### src/rtl/pdm_pkg.sv
// Shared types, default parameters and conversion helper for the PDM decimator.
package pdm_pkg;

  typedef enum logic [1:0] {
    StIdle,
    StSettle,
    StRun
  } pdm_state_e;

  localparam int unsigned DefClkDiv    = 40;
  localparam int unsigned DefDecim     = 64;
  localparam int unsigned DefOutW      = 16;
  localparam int unsigned DefSettleWin = 4;
  localparam int unsigned FifoDepth    = 4;

  // Boxcar ones-count to signed PCM: 2*ones - decim, range -decim..+decim.
  function automatic int ones_to_pcm(input int unsigned ones, input int unsigned decim);
    return 2 * int'(ones) - int'(decim);
  endfunction

endpackage

### src/rtl/pdm_clkgen.sv
// PDM clock divider: free-running 0..CLK_DIV-1 count, registered m_clk and a
// one-cycle sample_tick on the last count; held at zero while not running.
module pdm_clkgen
  import pdm_pkg::*;
#(
  parameter int unsigned CLK_DIV = DefClkDiv
) (
  input  logic clk,
  input  logic reset_n,
  input  logic en,
  input  logic run,
  output logic m_clk,
  output logic sample_tick
);

  localparam int unsigned CntW = $clog2(CLK_DIV);
  localparam logic [CntW-1:0] CntMax  = CntW'(CLK_DIV - 1);
  localparam logic [CntW-1:0] CntHalf = CntW'(CLK_DIV / 2);

  logic [CntW-1:0] cnt_q, cnt_d;
  logic            m_clk_q, m_clk_d;

  // m_clk is computed from the next count so it lines up with the count value;
  // en alone (not run) lets the first high phase start with count 0.
  always_comb begin
    cnt_d = '0;
    if (run && (cnt_q != CntMax)) begin
      cnt_d = cnt_q + CntW'(1);
    end
    m_clk_d = en && (cnt_d < CntHalf);
  end

  always_ff @(posedge clk or negedge reset_n) begin
    if (!reset_n) begin
      cnt_q   <= '0;
      m_clk_q <= 1'b0;
    end else begin
      cnt_q   <= cnt_d;
      m_clk_q <= m_clk_d;
    end
  end

  assign m_clk       = m_clk_q;
  assign sample_tick = run && (cnt_q == CntMax);

endmodule

### src/rtl/pdm_decimator.sv
// PDM microphone front end: clock generation, boxcar decimation and a PCM
// valid/ready output. Define PDM_FIFO_EN for a 4-entry output FIFO.
module pdm_decimator
  import pdm_pkg::*;
#(
  parameter int unsigned CLK_DIV    = DefClkDiv,
  parameter int unsigned DECIM      = DefDecim,
  parameter int unsigned OUT_W      = DefOutW,
  parameter int unsigned SETTLE_WIN = DefSettleWin
) (
  input  logic             clk,
  input  logic             reset_n,
  input  logic             en,
  input  logic             m_data,
  output logic             m_clk,
  output logic             m_lrsel,
  output logic [OUT_W-1:0] pcm_data,
  output logic             pcm_valid,
  input  logic             pcm_ready,
  output logic             overrun,
  input  logic             clr_overrun
);

  localparam int unsigned OnesW = $clog2(DECIM + 1);
  localparam int unsigned BitW  = (DECIM > 1) ? $clog2(DECIM) : 1;
  localparam int unsigned SetW  = (SETTLE_WIN > 1) ? $clog2(SETTLE_WIN) : 1;
  localparam logic [BitW-1:0] BitMax = BitW'(DECIM - 1);
  localparam logic [SetW-1:0] SetMax = SetW'((SETTLE_WIN > 0) ? SETTLE_WIN - 1 : 0);

  pdm_state_e       state_q, state_d;
  logic [1:0]       sync_q;
  logic             m_bit;
  logic             run;
  logic             sample_tick;
  logic [OnesW-1:0] ones_q, ones_d, win_ones;
  logic [BitW-1:0]  bitcnt_q, bitcnt_d;
  logic [SetW-1:0]  settle_q, settle_d;
  logic             win_close;
  logic             load;
  logic             drop;
  logic [OUT_W-1:0] sample;
  logic             overrun_q, overrun_d;

  assign m_bit   = sync_q[1];
  assign run     = (state_q != StIdle) && en;
  assign m_lrsel = 1'b0;

  pdm_clkgen #(
    .CLK_DIV (CLK_DIV)
  ) u_clkgen (
    .clk         (clk),
    .reset_n     (reset_n),
    .en          (en),
    .run         (run),
    .m_clk       (m_clk),
    .sample_tick (sample_tick)
  );

  always_comb begin
    ones_d    = ones_q;
    bitcnt_d  = bitcnt_q;
    win_close = 1'b0;
    win_ones  = ones_q + OnesW'(m_bit);
    if (!run) begin
      ones_d   = '0;
      bitcnt_d = '0;
    end else if (sample_tick) begin
      if (bitcnt_q == BitMax) begin
        win_close = 1'b1;
        ones_d    = '0;
        bitcnt_d  = '0;
      end else begin
        ones_d   = win_ones;
        bitcnt_d = bitcnt_q + BitW'(1);
      end
    end
  end

  always_comb begin
    state_d  = state_q;
    settle_d = settle_q;
    if (!en) begin
      state_d  = StIdle;
      settle_d = '0;
    end else begin
      case (state_q)
        StIdle:   state_d = (SETTLE_WIN == 0) ? StRun : StSettle;
        StSettle: begin
          if (win_close) begin
            if (settle_q == SetMax) begin
              state_d  = StRun;
              settle_d = '0;
            end else begin
              settle_d = settle_q + SetW'(1);
            end
          end
        end
        StRun:    state_d = StRun;
        default:  state_d = StIdle;
      endcase
    end
  end

  assign sample = OUT_W'(ones_to_pcm(32'(win_ones), DECIM));
  assign load   = win_close && (state_q == StRun);

  always_ff @(posedge clk or negedge reset_n) begin
    if (!reset_n) begin
      state_q   <= StIdle;
      sync_q    <= '0;
      ones_q    <= '0;
      bitcnt_q  <= '0;
      settle_q  <= '0;
      overrun_q <= 1'b0;
    end else begin
      state_q   <= state_d;
      sync_q    <= {sync_q[0], m_data};
      ones_q    <= ones_d;
      bitcnt_q  <= bitcnt_d;
      settle_q  <= settle_d;
      overrun_q <= overrun_d;
    end
  end

`ifdef PDM_FIFO_EN
  localparam int unsigned PtrW = $clog2(FifoDepth);

  logic [OUT_W-1:0] fifo_q [FifoDepth];
  logic [PtrW-1:0]  wr_q, rd_q;
  logic [PtrW:0]    cnt_q;
  logic             push, pop, full;

  assign full = (cnt_q == (PtrW + 1)'(FifoDepth));
  assign pop  = (cnt_q != '0) && pcm_ready;
  // A pop in the same cycle frees a slot, so a full FIFO can still accept.
  assign push = load && (!full || pop);
  assign drop = load && full && !pop;

  always_ff @(posedge clk or negedge reset_n) begin
    if (!reset_n) begin
      for (int i = 0; i < FifoDepth; i++) begin
        fifo_q[i] <= '0;
      end
      wr_q  <= '0;
      rd_q  <= '0;
      cnt_q <= '0;
    end else begin
      if (push) begin
        fifo_q[wr_q] <= sample;
        wr_q         <= wr_q + PtrW'(1);
      end
      if (pop) begin
        rd_q <= rd_q + PtrW'(1);
      end
      case ({push, pop})
        2'b10:   cnt_q <= cnt_q + (PtrW + 1)'(1);
        2'b01:   cnt_q <= cnt_q - (PtrW + 1)'(1);
        default: cnt_q <= cnt_q;
      endcase
    end
  end

  assign pcm_valid = (cnt_q != '0);
  assign pcm_data  = fifo_q[rd_q];
`else
  logic [OUT_W-1:0] hold_q;
  logic             valid_q;
  logic             xfer;

  assign xfer = valid_q && pcm_ready;
  assign drop = load && valid_q && !xfer;

  always_ff @(posedge clk or negedge reset_n) begin
    if (!reset_n) begin
      hold_q  <= '0;
      valid_q <= 1'b0;
    end else if (load && (!valid_q || xfer)) begin
      hold_q  <= sample;
      valid_q <= 1'b1;
    end else if (xfer) begin
      valid_q <= 1'b0;
    end
  end

  assign pcm_valid = valid_q;
  assign pcm_data  = hold_q;
`endif

  // A drop in the same cycle as a clear leaves the flag set.
  always_comb begin
    overrun_d = overrun_q;
    if (drop) begin
      overrun_d = 1'b1;
    end else if (clr_overrun) begin
      overrun_d = 1'b0;
    end
  end

  assign overrun = overrun_q;

endmodule
### config.mk
export PLATFORM = sky130hd
export DESIGN_NAME = pdm_decimator
export DESIGN_NICKNAME = d
export VERILOG_FILES = /design/src/rtl/pdm_pkg.sv /design/src/rtl/pdm_clkgen.sv /design/src/rtl/pdm_decimator.sv
export SDC_FILE = /design/constraint.sdc
export NUM_CORES = 1
export LEC_CHECK = 0
export ABC_CLOCK_PERIOD_IN_PS = 3350
export CAP_MARGIN = 5
export CORE_MARGIN = 8
export CORE_UTILIZATION = 45
export DETAILED_ROUTE_END_ITERATION = 10
export GPL_TIMING_DRIVEN = 0
export HOLD_SLACK_MARGIN = 0.1
export PLACE_DENSITY = 0.68
export SLEW_MARGIN = 5
export SYNTH_ARGS = -nofsm -noshare
export SYNTH_HDL_FRONTEND = slang
export SYNTH_SLANG_ARGS = --single-unit
### constraint.sdc
create_clock -name clk -period 3.35 [get_ports clk]
set_clock_uncertainty 0.05 [all_clocks]
set_input_delay 0.67 -clock clk [delete_from_list [all_inputs] [get_ports clk]]
set_output_delay 0.67 -clock clk [all_outputs]
set_load 0.05 [all_outputs]
After elaboration in Yosys (flattened, before gate mapping)
Index checks and enable logic that the tools add are counted.
- $add $sub $neg: 5
- order comparisons: 1
- eq/ne operators: 11
- multiplexer cells: 22
- reductions and logical operators: 18
- operator list (kind ; count):
    $mux W6 ; 4
    $mux W7 ; 3
    $mux W2 ; 7
    $add A6 B1 Y6 const B ; 2
    $eq A6 B6 Y1 const B ; 2
    $logic_and A1 B1 Y1 ; 9
    $sub A8 B7 Y9 const B ; 1
    $add A7 B1 Y7 ; 1
    $mux W1 ; 7
    $lt A6 B5 Y1 const B ; 1
    $ne A3 B3 Y1 const B ; 2
    $ne A6 B6 Y1 const B ; 1
    $pmux W2 S3 ; 1
    $reduce_bool A2 Y1 ; 3
    $eq A2 B2 Y1 const B ; 2
    $ne A2 B1 Y1 const B ; 2
    $reduce_and A2 Y1 ; 2
    $add A2 B1 Y2 const B ; 1
    $eq A2 B1 Y1 const B ; 1
    $logic_not A1 Y1 ; 2
    $logic_not A2 Y1 ; 1
    $ne A2 B2 Y1 const B ; 1
    $logic_or A1 B1 Y1 ; 1
- register bits after elaboration: 44
- input bits: 6
- output and inout port bits: 20
- logic and storage cells: 67

Logic depth before layout (Yosys ltp)
Gate-level depths: netlist (run 1).
- depth in word-level cells: 9
- mapped depth: 7
- mapped depth without buffers: 6

Cells and area by module
Synthesis (run 1) repeated with hierarchy kept, for this count alone.
- cell total of the unflattened synthesis: 182
- area, all modules: 1939.4 sq um
- modules (own cells, without submodules) (module ; instances ; cells each ; area each (sq um) ; sequential area each (sq um)):
    pdm_decimator ; 1 ; 145 ; 1570.3 ; 725.7
    pdm_clkgen ; 1 ; 37 ; 369.1 ; 175.2

Least setup slack after synthesis (run 1)
No wires, ideal clock.
- path kind: in2reg
- start point: input en
- end point: register hold_q[14], in the netlist pcm_data[14]
- setup time: 0.125 ns
- arrival time: 1.920 ns
- data required time: 3.175 ns
- path slack: 1.255 ns
- stages: 6
- buffers on the path: 2
- path through: clkbuf_1 -> nand4b_1 -> nor4_4 -> and3_1 -> buf_6 -> mux2_4
- cells in the longest elaborated chain, start to end: 6
- RTL lines (what ; line ; RTL):
    start: declaration ; pdm_decimator.sv:13 ; input logic en,
    $logic_and A1 B1 Y1 (*) ; pdm_decimator.sv:45 ; assign run = (state_q != StIdle) && en;
    $logic_and A1 B1 Y1 ; pdm_clkgen.sv:44 ; assign sample_tick = run && (cnt_q == CntMax);
    $mux W1 ; pdm_decimator.sv:67 ; end else if (sample_tick) begin
    $mux W1 (*) ; pdm_decimator.sv:64 ; if (!run) begin
    $logic_and A1 B1 Y1 (*) ; pdm_decimator.sv:105 ; assign load = win_close && (state_q == StRun);
    $logic_and A1 B1 Y1 (*) ; pdm_decimator.sv:177 ; end else if (load && (!valid_q || xfer)) begin
    end signal: assignment ; pdm_decimator.sv:178 ; hold_q <= sample;
    end: declaration ; pdm_decimator.sv:166 ; logic [OUT_W-1:0] hold_q;
Every way passes the cells marked *; elsewhere a longest branch is shown, timed or not.
A chain may end at the register's enable or synchronous reset.

==> flow_results.org, run 1 <==
** Die
- Core area :: 4029 um2
- Ports placed on the boundary :: 26
- The die is 80.84 um tall.
- Site Rows :: 23
- Initial cell density of the core :: 46.96%
- The die covers 6535 um2.
- The floorplan step set the die width to 80.84 um.

** Power and ir drop
- Areal power density over the cells :: 425.7 nW/um2
- The analysis attributes to cell leakage a power of 0.001095 uW.
- Worst vdd ir :: 0.2615 mV

** Yosys
- Compound-cell area share of the yosys netlist :: 11.51%
- Cell variety after synth :: 44
- Largest area contributor in the netlist :: sky130_fd_sc_hd__dfrtp_1
- Xor-xnor portion of the synthesized cell area :: 4.630%
- Part of the Yosys area used for sequential elements :: 47.62%
- After synthesis, the largest area contributor takes up 47.62% of total cell area.
- Synth area leaders :: sky130_fd_sc_hd__dfrtp_1, sky130_fd_sc_hd__ha_1, sky130_fd_sc_hd__mux2_4
- Fraction of the mapped netlist area in adder cells :: 5.952%
- Number of synthesized register bits :: 36
- In the synthesized netlist the async set-or-reset flop fraction comes to 100.0%.
- Averaged over all synthesized cells, the footprint is 11.13 um2.
- The portion of synthesized area spent on multiplexers is 6.878%.
- After synthesis, the largest family of logic cells by area is simple AND/OR/NAND/NOR gates.
- Yosys printed 0 warnings.
- Of the total synthesized cell area, the portion taken by AND, OR, NAND and NOR gates is 16.93%.
- For this run, the leading register cell type out of synthesis is sky130_fd_sc_hd__dfrtp_1.
- Number of synthesized flops with an enable pin :: 0
- In the synthesized netlist, the number of instances is 170.
- Post-Syn Area :: 1892 um2

** Clocking
- Maximum buffer depth of the clock tree :: 2
- Number of gates resized after cts :: 0
- Number of post-CTS setup repair buffers :: 0
- Clock insertion delay at the later pin of the skew report :: 0.29 ns
- Clock-pin slew was measured on the worst setup and hold paths at 0.08 ns.
- Counting every sink on the clock net gives 36.
- TritonCTS created 5 clock buffers.
- Clock root buffer :: sky130_fd_sc_hd__clkbuf_8
- TritonCTS built the clock tree.
- Count of hold buffers inserted by post-cts repair :: 0
- The clock tree synthesis step divided the H-tree into 2 levels.

** Cells and area
- At the end of the flow the core is filled with cells to 56.61%.
- From synthesis to final layout, the design area changed by 20.57%.
- Number of fill cells :: 351
- 0 antenna diodes ended up in the layout.
- Of the cells placed in the final design, the portion with a size suffix greater than 1 is 18.41%.
- Total number of nets in the final design :: 215
- Final Cell Area :: 2281 um2

** Setup path
- CP top delay family :: buffers and inverters
- For the worst setup path, the data arrival time is 1.72 ns.
- The signal on the critical path passes through buf_4 > clkdlybuf4s50_1.
- Crit path required time :: 2.63 ns
- Critical Path Source Type :: register
- In this design, the stage delay of the slowest critical-path cell is 0.79 ns.
- The critical path in this run is classified as reg2out.
- The worst setup path is captured at an output port.
- In this run the worst path has a maximum fanout of 9.
- Number of buffer and inverter instances along the worst setup path :: 2
- On the critical path, the stage with the largest delay is an instance of sky130_fd_sc_hd__clkdlybuf4s50_1.

** GRT
- Initial antenna violation count :: 0
- First-pass GRT wire length :: 6423 um
- Met3 layer usage reported by global route :: 3.753%
- Global-route usage over all layers :: 12.45%
- Largest net degree at the start of global routing :: 37
- The number of global-route vias before repair came to 1356.
- Total overflow reported by the global router :: 0
- Global-route met1 utilization :: 14.85%
- Met2 Track Usage GR :: 21.09%
- GRT Max-Usage Layer :: met2

** Timing
- The number of failing hold endpoints at the final stage is 0.
- The worst path meets setup with 0.9069 ns of slack.
- For the pin with the worst max-slew slack, the measured transition is 0.8165 ns.
- Hold is met by 0.3037 ns.
- Setup-failing EPs final :: 0
- After routing, the total negative slack on setup checks comes to 0 ns.
- In the finished design, the share of the clock period the worst path needs comes to 72.93%.
- Slew margin rel. :: 45.57%
- Setup repair after global routing left no endpoint under its margin.
- Timing would allow up to 0.4093 GHz.
- The count of final max-slew check failures is 0.
- Final min period :: 2.443 ns

** Drt
- In the final routed layout, each cell accounts on average for 14.75 um.
- In the routed design, unresolved DRC markers number 0.
- Via density per instance :: 5.171
- Detailed-router iteration count before antenna repair :: 4
- The first routing iteration left 87 violations.
- The detail route stage leaves a number of antenna-violating nets equal to 0.
- Detailed-route wire length :: 3703 um
- The routed layout has 1298 vias.

** Flow run
- Number of violations of the max-capacitance limit :: 0

** Run status
- The run finished with clean final reports.

** Placement
- Detail Placement HPWL :: 2735 um
- Global placer's final weighted congestion :: 0.7695
- Buffers placed on the I/O ports in this run total 22.
- Cell Area, Placed :: 2173 um2
- Timing analysis after detailed placement gives a worst setup slack of 1.004 ns.

** Min path
- The path class of the tightest hold or removal check is reg2reg.
-- metrics by stage --
step / std cells / power (uW)
final: 251 / 970.9
after global placement: 243 / 601.1
after floorplan: 171 / 564.7
after CTS: 251 / 982.8
after global routing: 251 / 1024
after detailed placement: 243 / 609.5
-- flip-flops by register name, indices dropped and copies added, names as in the netlist --
| signal | flops |
|---|---|
| pcm_data | 8 |
| sync_q | 2 |
| u_clkgen.cnt_q | 6 |
| settle_q | 2 |
| ones_q | 7 |
| bitcnt_q | 6 |
| pcm_valid | 1 |
| u_clkgen.m_clk | 1 |
| state_q | 2 |
| overrun | 1 |
-- cells in the final DEF, fill, tap and decap left out, drive strengths merged, types with 2 or more instances in the layout --
master,Yosys,layout
xnor2,3,3
inv,6,6
xor2,7,7
nand2b,3,3
conb,1,2
and3,3,3
nor3,3,3
nor2,10,10
ha,9,9
nor2b,3,3
dfrtp,36,36
a22o,6,6
clkbuf,2,8
or2,2,2
nand3,9,9
o211ai,2,2
nor4,2,2
a21o,2,2
clkdlybuf4s50,0,21
o21ai,4,4
buf,12,13
mux2i,4,4
o21a,2,2
mux2,6,6
nand2,18,18
a21oi,2,2
o31ai,2,2
-- report_power, final --
| group | internal, uW | switching, uW | total (uW) |
|---|---|---|---|
| logic | 47.8 | 85.5 | 133 |
| registers | 451 | 15.8 | 467 |
| clock network | 221 | 150 | 371 |
-- cell families after synthesis --
group           count (synthesis)
simple gates                   57
flops                          36
compound gates                 27
buf+inv                        20
xor+xnor                       10
mux                            10
fa+ha+maj                       9
other cells                     1
-- worst paths after layout --
path	startpoint	to	slack [ns]	depth (start not counted)
min	sync_q[0]	sync_q[1]	0.30	0
min reg2reg	sync_q[0]	sync_q[1]	0.30	0
max reg2reg	u_clkgen.cnt_q[0]	pcm_data[3]	1.18	6
max in group asynchronous	reset_n	bitcnt_q[4]	2.31	1
min in group asynchronous	reset_n	pcm_data[5]	0.43	1
max	pcm_data[14]	pcm_data[15]	0.91	2
-- synth_stat cells (2+ instances only) --
library cell	count
sky130_fd_sc_hd__xor2_1	7
sky130_fd_sc_hd__nor3_1	3
sky130_fd_sc_hd__xnor2_1	3
sky130_fd_sc_hd__dfrtp_1	36
sky130_fd_sc_hd__o21ai_0	4
sky130_fd_sc_hd__inv_1	6
sky130_fd_sc_hd__nand3_1	8
sky130_fd_sc_hd__ha_1	9
sky130_fd_sc_hd__o31ai_1	2
sky130_fd_sc_hd__o21a_1	2
sky130_fd_sc_hd__nor2b_1	3
sky130_fd_sc_hd__and3_1	2
sky130_fd_sc_hd__clkbuf_1	2
sky130_fd_sc_hd__a22o_1	6
sky130_fd_sc_hd__buf_2	2
sky130_fd_sc_hd__or2_2	2
sky130_fd_sc_hd__mux2i_1	4
sky130_fd_sc_hd__nand2b_1	3
sky130_fd_sc_hd__mux2_4	6
sky130_fd_sc_hd__nor2_1	10
sky130_fd_sc_hd__buf_4	9
sky130_fd_sc_hd__a21o_1	2
sky130_fd_sc_hd__nand2_1	18
-- layout make-up --
cell class | instances | area, um2 | share of cell area [%]
timing repair buffer | 22 | 215.2 | 9.435
clock buffer | 6 | 72.57 | 3.182
buffer | 14 | 96.34 | 4.224
inverter | 6 | 22.52 | 0.9874
tap | 50 | 62.56 | 2.743
sequential | 36 | 900.9 | 39.50
clock inverter | 2 | 35.03 | 1.536
multi-input combinational | 115 | 875.8 | 38.40
-- layer usage --
metal	share of wire, %	up-vias
met3	6.1	8
li1	-	633
met2	48	33
met5	0	-
met4	1.1	0
met1	45	624
No activity file was read; power rests on OpenSTA's default activity.
==> run 2: changes to the inputs <==
--- a/config.mk
+++ b/config.mk
@@ -5,7 +5,7 @@
 export SDC_FILE = /design/constraint.sdc
 export NUM_CORES = 1
 export LEC_CHECK = 0
-export ABC_CLOCK_PERIOD_IN_PS = 3350
+export ABC_CLOCK_PERIOD_IN_PS = 2550
 export CAP_MARGIN = 5
 export CORE_MARGIN = 8
 export CORE_UTILIZATION = 45
==> constraint.sdc (replaced) <==
create_clock -name clk -period 2.55 [get_ports clk]
set_clock_uncertainty 0.05 [all_clocks]
set_input_delay 0.51 -clock clk [delete_from_list [all_inputs] [get_ports clk]]
set_output_delay 0.51 -clock clk [all_outputs]
set_load 0.05 [all_outputs]
==> results of run 2 <==
The final DEF is identical to that of run 1. Status: completed.
Main changes from that run: setup slack after placement 1.004 ns -> 0.3635 ns; setup slack after layout 0.9069 ns -> 0.2669 ns; hold slack 0.3037 ns -> 0.2674 ns; register-to-register setup slack 1.18 ns -> 0.38 ns; total power 970.9 uW -> 1275 uW; worst IR drop on VDD 0.2615 mV -> 0.3435 mV
==> run 3: changes to the inputs <==
--- a/config.mk
+++ b/config.mk
@@ -13,7 +13,7 @@
 export GPL_TIMING_DRIVEN = 0
 export HOLD_SLACK_MARGIN = 0.1
 export PLACE_DENSITY = 0.68
-export SLEW_MARGIN = 5
+export SLEW_MARGIN = 20
 export SYNTH_ARGS = -nofsm -noshare
 export SYNTH_HDL_FRONTEND = slang
 export SYNTH_SLANG_ARGS = --single-unit
==> flow_results.org, run 3 (same netlist as run 1, synthesis figures left out) <==
** Power and ir drop
- Relative contribution of sequential cells to total power :: 47.6%
- Combinational logic is responsible for 14.0% of the overall power.
- The internal power of the cells totals 949.2 uW.
- Switching pwr :: 340.7 uW
- Design Power :: 1290 uW
- Areal power density over the cells :: 557.9 nW/um2
- Worst vdd ir :: 0.3408 mV
- Leakage power :: 0.001106 uW
- The clock network is responsible for 38.4% of the overall power.
- Net switching is 26.41% of the power.

** Cells and area
- The net count of the finished layout is 216.
- The finished layout holds 252 standard cells, fillers aside.
- Most common library cell in the layout ignoring fill and taps :: sky130_fd_sc_hd__dfrtp_1
- Area overhead of the layout relative to synthesis :: 22.22%
- 0 antenna diodes ended up in the layout.
- Number of flip-flops under the largest register name :: 8
- The post-route netlist has 19.31% of its cells at a drive strength greater than 1.
- Leading cell types in the layout, fill and taps excluded :: sky130_fd_sc_hd__dfrtp_1, sky130_fd_sc_hd__clkdlybuf4s50_1, sky130_fd_sc_hd__nand2_1, sky130_fd_sc_hd__nor2_1

** Die
- Site Rows :: 23
- The floorplan step defined a die boundary enclosing 6535 um2.
- Initial cell density of the core :: 46.96%
- Die X-Extent :: 80.84 um
- During I/O placement, the number of pins put on the boundary was 26.
- Chip height :: 80.84 um
- Core area :: 4029 um2

** Min path
- Type of the most critical hold path :: in2async

** Drt
- The highest layer touched by signal routing is met4.
- Average wire length per cell after detail routing :: 14.85 um
- Total number of vias :: 1301
- Total met3 wirelength after detailed routing :: 238 um
- Antenna violation net count after detailed routing :: 0
- Via density per instance :: 5.163
- Detailed-router iteration count before antenna repair :: 5
- Post-Route M1 WL :: 1631 um
- Final routed DRC violation total :: 0
- Wire segments on met2 add up to 1837 um in the final route.
- The detailed router finished its first iteration with 107 violations.
- Detailed-route wire length :: 3743 um

** GRT
- Global routing consumed, over all layers together, 12.70% of the routing resources.
- The number of global-route vias before repair came to 1374.
- Total overflow reported by the global router :: 0
- The first global-routing pass estimated 6541 um of wire.
- Initial antenna violation count :: 0
- Largest net degree at the start of global routing :: 21

** Timing
- Transition time at the pin with the least slew margin :: 0.5202 ns
- The final critical path takes up 89.92% of the cycle.
- After layout, the minimum clock period comes to 2.293 ns.
- Setup violations remaining at the end of the flow were counted as 0.
- The number of failing hold endpoints at the final stage came to 0.
- The count of final max-slew check failures came to 0.
- In the post-route analysis, the smallest setup slack over all paths is 0.2569 ns.
- Summed negative setup slack over all endpoints :: 0 ns
- Setup repair after global routing left no endpoint under its margin.
- Based on the critical path, the design can be clocked at up to 0.4361 GHz.
- Slew margin rel. :: 65.21%

** Placement
- After detailed placement, the design holds a cell count of 244.
- Global placer's final weighted congestion :: 0.7695
- Timing analysis after detailed placement gives a worst setup slack of 0.3518 ns.
- Summed over all nets, the half-perimeter wirelength after detailed placement is 2820 um.
- Buffers on Ports :: 22

** Clocking
- The number of hold buffers added after CTS was 0.
- Number of gates resized after cts :: 0
- The clock tree synthesis step divided the H-tree into 2 levels.
- TritonCTS created 5 clock buffers.
- Clock sink count :: 36
- CTS tree :: built
- Maximum buffer depth of the clock tree :: 2
- The later pin in the worst-skew pair is clocked with a latency of 0.29 ns.
- Once the clock tree was built, the setup fixing pass inserted 0 buffers.
- After clock tree synthesis, the clock-pin slew on the worst setup and hold paths is 0.08 ns.
- CTS placed an instance of sky130_fd_sc_hd__clkbuf_8 at the clock tree root.

** Setup path
- In this design, the stage delay of the slowest critical-path cell is 0.79 ns.
- Worst-case register-to-register setup slack :: 0.39 ns
- Along the worst path, the maximum fanout reaches 9.
- Logic depth of the worst register-to-register path :: 6
- At the worst endpoint, the required time is 1.99 ns.
- Critical Path Source Type :: register
- Kind of capture point of the worst setup path :: output port
- Reg-to-Reg End :: pcm_data[3]
- For the worst setup path, the data arrival time is 1.73 ns.
- Capture point of the worst path :: pcm_data[15]
- The largest individual stage delay along the critical path comes from the cell sky130_fd_sc_hd__clkdlybuf4s50_1.
- Traced cell by cell, the critical path runs through buf_4 > clkdlybuf4s50_1.
- Worst setup path start :: pcm_data[14]
- In this run the critical register-to-register path is launched from u_clkgen.cnt_q[0].
- Category of the critical setup timing path :: reg2out

** Flow run
- Max-cap violations in this run came to 0.

** Run status
- The flow ran to the end, and the final reports show no timing, DRC or antenna violations.
[run 3: worst min path at each step]
stage / to / cells after the start / slack (ns) / start
floorplan: bitcnt_q[0] / 0 / 0.16 / reset_n
global placement: sync_q[1] / 0 / 0.28 / sync_q[0]
detailed placement: sync_q[1] / 0 / 0.29 / sync_q[0]
CTS: bitcnt_q[3] / 1 / 0.12 / reset_n
global route: bitcnt_q[3] / 1 / 0.13 / reset_n
finish: bitcnt_q[0] / 1 / 0.11 / reset_n
[run 3: final cells by class]
class	instances	area (um2)
Sequential cell	36	900.9
Buffer	14	96.34
Clock buffer	5	68.82
Tap cell	50	62.56
Timing Repair Buffer	23	242.7
Multi-Input combinational cell	115	875.8
Clock inverter	3	42.54
Inverter	6	22.52
Fill cell	345	1717
[run 3: through the flow]
step | instance area (um2) | util (%) | hold slack, ns
2_1_floorplan | 1896 | - | 0.1644
3_3_place_gp | 2178 | 54.07 | 0.2827
3_5_place_dp | 2201 | 54.63 | 0.2897
4_1_cts | 2312 | 57.39 | 0.1153
5_1_grt | 2312 | 57.39 | 0.1259
6_report | 2312 | 57.39 | 0.1132
[run 3: power by group through the flow]
| stage | clock, uW | sequential (uW) | combinational [uW] |
|---|---|---|---|
| detailed placement | 0 | 623 | 183 |
| floorplan | 0 | 621 | 121 |
| global placement | 0 | 621 | 168 |
| finish | 496 | 613 | 181 |
| global route | 535 | 618 | 207 |
| CTS | 511 | 612 | 184 |
[run 3: routing by layer]
layer	vias up	GRT usage, %
li1	640	-
met3	4	4.305
met1	625	15.33
met4	0	4.286
met2	32	20.77
met5	-	0
[run 3: worst max-delay path: cells and delay by family, from the launching register on]
kind	cells	cell delay [ns]
buf+inv	2	0.95
flops	1	0.49
